File: config.mk
export PLATFORM = sky130hd
export DESIGN_NAME = conv_window_gen
export DESIGN_NICKNAME = d
export VERILOG_FILES = /design/src/rtl/conv_pkg.sv /design/src/rtl/conv_line_buffer.sv /design/src/rtl/conv_window_gen.sv
export SDC_FILE = /design/constraint.sdc
export NUM_CORES = 1
export LEC_CHECK = 0
export BUFFER_PORTS_ARGS = -buffer_cell sky130_fd_sc_hd__buf_2
export CORE_MARGIN = 3
export CORE_UTILIZATION = 45
export DETAILED_ROUTE_END_ITERATION = 7
export HOLD_SLACK_MARGIN = 0.05
export SYNTH_ARGS = -nofsm -noshare
export SYNTH_HDL_FRONTEND = slang
export SYNTH_SLANG_ARGS = --single-unit
File: constraint.sdc
create_clock -name clk -period 3.4 [get_ports clk]
set_input_delay 0.34 -clock clk [delete_from_list [all_inputs] [get_ports clk]]
set_output_delay 0.34 -clock clk [all_outputs]
set_load 0.1 [all_outputs]
File: src/rtl/conv_pkg.sv
// ============================================================================
// Module   : conv_pkg
// Brief    : Shared types and constants for the 3x3 convolution datapath.
// Revision : 1.0 - initial release
// ============================================================================
`default_nettype none

package conv_pkg;

    localparam int DATA_W = 16;
    localparam int KSIZE  = 3;

    // index = row*KSIZE + col, row 0 = oldest (top), col 0 = leftmost
    typedef logic [KSIZE*KSIZE-1:0][DATA_W-1:0] win3x3_t;

endpackage

`default_nettype wire

File: src/rtl/conv_line_buffer.sv
// ============================================================================
// Module   : conv_line_buffer
// Brief    : One-row pixel delay; read-before-write at the same address.
// Revision : 1.0 - initial release
// ============================================================================
`default_nettype none

module conv_line_buffer #(
    parameter int DATA_W = 16,
    parameter int DEPTH  = 28,
    parameter int ADDR_W = (DEPTH > 1) ? $clog2(DEPTH) : 1
) (
    input  logic              clk,
    input  logic              wr_en,
    input  logic [ADDR_W-1:0] addr,
    input  logic [DATA_W-1:0] wr_data,
    output logic [DATA_W-1:0] rd_data
);

    // Contents are never reset: every location is rewritten before it is read
    // back within a frame.
    logic [DATA_W-1:0] r_mem [DEPTH];

    always_ff @(posedge clk) begin
        if (wr_en) begin
            r_mem[addr] <= wr_data;
        end
    end

    assign rd_data = r_mem[addr];

endmodule

`default_nettype wire

File: src/rtl/conv_window_gen.sv
// ============================================================================
// Module   : conv_window_gen
// Brief    : Raster FP16 stream to valid 3x3 windows; two line buffers.
//            Optional stride-2 output selection via CONV_WIN_STRIDE2_EN.
// Revision : 1.0 - initial release
// ============================================================================
`default_nettype none

module conv_window_gen
    import conv_pkg::*;
#(
    parameter int DATA_W = 16,
    parameter int IMG_W  = 28,
    parameter int IMG_H  = 28
) (
    input  logic                                   clk,
    input  logic                                   rst,
    input  logic                                   in_valid,
    output logic                                   in_ready,
    input  logic [DATA_W-1:0]                      in_data,
    output logic                                   out_valid,
    input  logic                                   out_ready,
    output logic [KSIZE*KSIZE-1:0][DATA_W-1:0]     out_win,
    output logic                                   out_last
);

    localparam int c_col_w = $clog2(IMG_W);
    localparam int c_row_w = $clog2(IMG_H);
`ifdef CONV_WIN_STRIDE2_EN
    localparam int c_last_r = ((IMG_H - 1) % 2 == 0) ? IMG_H - 1 : IMG_H - 2;
    localparam int c_last_c = ((IMG_W - 1) % 2 == 0) ? IMG_W - 1 : IMG_W - 2;
`else
    localparam int c_last_r = IMG_H - 1;
    localparam int c_last_c = IMG_W - 1;
`endif

    if (IMG_W < KSIZE) begin : g_img_w_check
        $error("conv_window_gen: IMG_W must be >= 3");
    end
    if (IMG_H < KSIZE) begin : g_img_h_check
        $error("conv_window_gen: IMG_H must be >= 3");
    end

    logic [c_col_w-1:0]                    r_col_cnt;
    logic [c_row_w-1:0]                    r_row_cnt;
    logic                                  r_out_valid;
    logic                                  r_out_last;
    logic [KSIZE*KSIZE-1:0][DATA_W-1:0]    r_win;
    logic [DATA_W-1:0]                     w_lb0_rd;
    logic [DATA_W-1:0]                     w_lb1_rd;
    logic                                  w_accept;
    logic                                  w_col_wrap;
    logic                                  w_row_wrap;
    logic                                  w_in_range;
    logic                                  w_win_hit;
    logic                                  w_last_hit;

    assign in_ready   = ~r_out_valid | out_ready;
    assign w_accept   = in_valid & in_ready;
    assign w_col_wrap = (r_col_cnt == c_col_w'(IMG_W - 1));
    assign w_row_wrap = (r_row_cnt == c_row_w'(IMG_H - 1));
    assign w_in_range = (r_row_cnt >= c_row_w'(KSIZE - 1)) &&
                        (r_col_cnt >= c_col_w'(KSIZE - 1));
    assign w_last_hit = (r_row_cnt == c_row_w'(c_last_r)) &&
                        (r_col_cnt == c_col_w'(c_last_c));

`ifdef CONV_WIN_STRIDE2_EN
    // (r-2) even is the same as r even
    assign w_win_hit = w_in_range & ~r_row_cnt[0] & ~r_col_cnt[0];
`else
    assign w_win_hit = w_in_range;
`endif

    conv_line_buffer #(
        .DATA_W (DATA_W),
        .DEPTH  (IMG_W),
        .ADDR_W (c_col_w)
    ) u_lb0 (
        .clk     (clk),
        .wr_en   (w_accept),
        .addr    (r_col_cnt),
        .wr_data (in_data),
        .rd_data (w_lb0_rd)
    );

    conv_line_buffer #(
        .DATA_W (DATA_W),
        .DEPTH  (IMG_W),
        .ADDR_W (c_col_w)
    ) u_lb1 (
        .clk     (clk),
        .wr_en   (w_accept),
        .addr    (r_col_cnt),
        .wr_data (w_lb0_rd),
        .rd_data (w_lb1_rd)
    );

    always_ff @(posedge clk) begin
        if (rst) begin
            r_col_cnt   <= '0;
            r_row_cnt   <= '0;
            r_out_valid <= 1'b0;
            r_out_last  <= 1'b0;
            r_win       <= '0;
        end else if (w_accept) begin
            r_col_cnt <= w_col_wrap ? '0 : r_col_cnt + 1'b1;
            if (w_col_wrap) begin
                r_row_cnt <= w_row_wrap ? '0 : r_row_cnt + 1'b1;
            end
            for (int row = 0; row < KSIZE; row++) begin
                for (int col = 0; col < KSIZE - 1; col++) begin
                    r_win[row*KSIZE + col] <= r_win[row*KSIZE + col + 1];
                end
            end
            r_win[KSIZE-1]         <= w_lb1_rd;
            r_win[2*KSIZE-1]       <= w_lb0_rd;
            r_win[KSIZE*KSIZE-1]   <= in_data;
            r_out_valid <= w_win_hit;
            r_out_last  <= w_win_hit & w_last_hit;
        end else if (out_ready) begin
            r_out_valid <= 1'b0;
            r_out_last  <= 1'b0;
        end
    end

    assign out_valid = r_out_valid;
    assign out_last  = r_out_last;
    assign out_win   = r_win;

endmodule

`default_nettype wire

==> out/metrics.csv <==
stage;metric;value;unit
synthesis;synth.distinct_cells;59;
route;postRouteAntennaNets;0;
clock_tree;clk_latency;0.66;ns
floorplanning;ioPinCount;167;
synthesis;synth_ff_type;edfxtp_1;
cells_and_area;finalNetCount;2646;
clock_tree;cts-root-buf;clkbuf_16;
sta;setup_viol;0;
clock_tree;postCtsResizedCells;0;
cells_and_area;diodes;0;
critical_path;path_delay_family;simple AND/OR/NAND/NOR gates;
clock_tree;cts_tree;built;
floorplanning;core_area;88500;sq um
global_route;overflow;0;
critical_path;crit_arrival;3.15;ns
route;wl_per_cell;25.5;microns
global_route;grt_pass1_vias;22052;
synthesis;netlist_instances;2406;
sta;relSlewSlack;26.5;%
cells_and_area;final_common_cell;edfxtp_1;
critical_path;crit_chain;inv_1 > ha_1 > nand2_1 > nor2_4 > buf_4;
critical_path;slowest_delay;0.91;ns
global_route;grt_pass1_wl;146000;microns
pwr;p_per_area;611;nW/um^2
route;drc;0;
run;drv_cap;0;
synthesis;synth_warnings;0;
sta;fmax;0.358;GHz
synthesis;yosysSeqAreaShare;74.9;%
cells_and_area;fin_area;46400;sq um
route;drtPass1Iterations;6;
cells_and_area;utilization;52.4;%
critical_path;path_max_fanout;30;
synthesis;yosysTopAreaCellShare;66.9;%
sta;period_share;82.1;%
placement;routabilityCongestion;0.814;
clock_tree;numCtsBuffers;105;
route;drt_iter0_markers;2291;
cells_and_area;layout_common_cells;edfxtp_1 (896), nand2_1 (272), mux2i_1 (249), buf_2 (165), a21oi_1 (160);
route;wirelength;99000;microns
pwr;ir_worst_vdd;413;uV
placement;placed_area;42900;sq um
clock_tree;htree_levels;3;
sta;rsz0062_at_grt;false;
floorplanning;die_area;93000;sq um
clock_tree;path_clk_slew;0.06;ns
synthesis;yosysTopAreaCell;edfxtp_1;
synthesis;synth.ff_latch_count;1057;
hold_path;hp-class;in -> reg;
clock_tree;cts_setup_buffers;0;
synthesis;synth.cell_area;40200;sq um
synthesis;synth_edf_count;896;
floorplanning;initial_core_util;45.4;%
sta;setup_tns;0;ns
sta;min_period;2.79;ns
floorplanning;num_rows;109;
sta;finClkSkew;0.0197;ns
floorplanning;die_h;305;microns
global_route;grt_util_all_layers;21.1;%
synthesis;async_reset_ff_share;0;%
global_route;grt_max_degree;99;
run_status;run_status;completed;
route;via_count;22179;
route;vias_per_cell;5.72;
cells_and_area;drive_gt1_share;20.8;%
global_route;antenna_found_initial;0;
critical_path;critPathLaunchType;register;
critical_path;crit_slowest_cell;nor2_4;
sta;whs;0.132;ns
cells_and_area;fin_cells;3876;
placement;hpwl;59300;microns
synthesis;synthTopCellsByArea;edfxtp_1 (67%), dfxtp_1 (8.0%), mux2i_1 (6.2%), mux4_2 (5.5%), nand2_1 (2.5%);
sta;slew_violations;0;
floorplanning;die_w;305;microns
clock_tree;cts_sinks;1057;
cells_and_area;synthToLayoutAreaGrowth;15.3;%
critical_path;path_buf_inv;2;
critical_path;end_kind;register;
critical_path;crit_type;reg -> reg;
sta;hold_violations;0;
clock_tree;clk_path_buf_depth;3;
placement;port_buffers;166;
sta;worst-slew-pin-transition;1.10;ns
synthesis;syn_area_per_cell;16.7;sq um
pwr;leakage;14.9;nW
placement;place_inst;3677;
synthesis;syn_nets;2432;
critical_path;crit_required;3.76;ns
-- report_power, final --
part	total [mW]	leakage [nW]	internal, mW	switching, mW
combinational	2.40	3.91	0.641	1.76
sequential	14.6	9.38	14.4	0.153
clock	11.4	1.65	6.58	4.77
total	28.3	14.9	21.7	6.68
-- logic make-up after synthesis --
| group | synth area share (%) |
|---|---|
| multiplexers | 11.9 |
| adder cells (fa/ha/maj) | 0.187 |
| buffers and inverters | 2.07 |
| XOR/XNOR | 0.0436 |
| flip-flops | 74.9 |
| AND/OR/NAND/NOR | 5.09 |
| AO/OA/AOI/OAI | 5.78 |
-- synthesized netlist by cell type (all sizes together), types with 10 or more instances --
library cell,instances
nor2b,18
nand2b,13
nor2,72
a22oi,89
nand3,34
nand2,274
edfxtp,896
a311oi,10
dfxtp,161
mux4,99
o22ai,24
a21oi,160
and2,11
mux2i,249
clkbuf,77
buf,76
a22o,13
nor3,12
-- state kept, by name, indices dropped and copies added (netlist names), named ones only --
name         cells
u_lb0.r_mem    448
out_win        144
r_col_cnt        5
u_lb1.r_mem    448
out_valid        1
r_row_cnt        5
out_last         1
-- worst min-delay path, cell delays in order --
cell and delay, ns:
buf_2 0.14, o311ai_1 0.15, a21oi_1 0.10
-- metal layers --
metal | global-route usage [%] | vias up | part of all wire, %
met3 | 3.59 | 167 | 6.3
met4 | 5.97 | 2 | 2.6
met2 | 34.1 | 776 | 48
met1 | 29.5 | 11445 | 43
li1 | - | 9789 | -
met5 | 0.672 | - | 0.083
-- worst paths after layout --
check / slack, ns / cells past startpoint / startpoint / endpoint
max: 0.61 / 5 / r_col_cnt[0] / u_lb0.r_mem[22][9]
min: 0.13 / 3 / in_valid / out_valid
max reg2reg: 0.61 / 5 / r_col_cnt[0] / u_lb0.r_mem[22][9]
min reg2reg: 0.45 / 2 / out_win[56] / out_win[56]
-- metrics by stage --
step,setup slack (ns),total power [mW]
2_1_floorplan,-0.0399,16.5
3_3_place_gp,0.616,17.2
3_5_place_dp,0.551,17.3
4_1_cts,0.574,28.6
5_1_grt,0.440,29.2
6_report,0.610,28.3
-- layout make-up --
cell class,instances,area (sq um)
inverters,8,30.0
well taps,1165,1460
clock buffers,153,2990
repair buffers,260,1830
fillers,7082,42200
multi-input cells,1188,9480
flip-flops and latches,1057,30100
clock inverters,45,419
-- repair_timing --
action | CTS | global route
hold buffers | 1 | 0
setup endpoints to repair | 0 | 0
endpoints found under the hold margin | 1 | 0
Power figures use the tool's default switching activity.
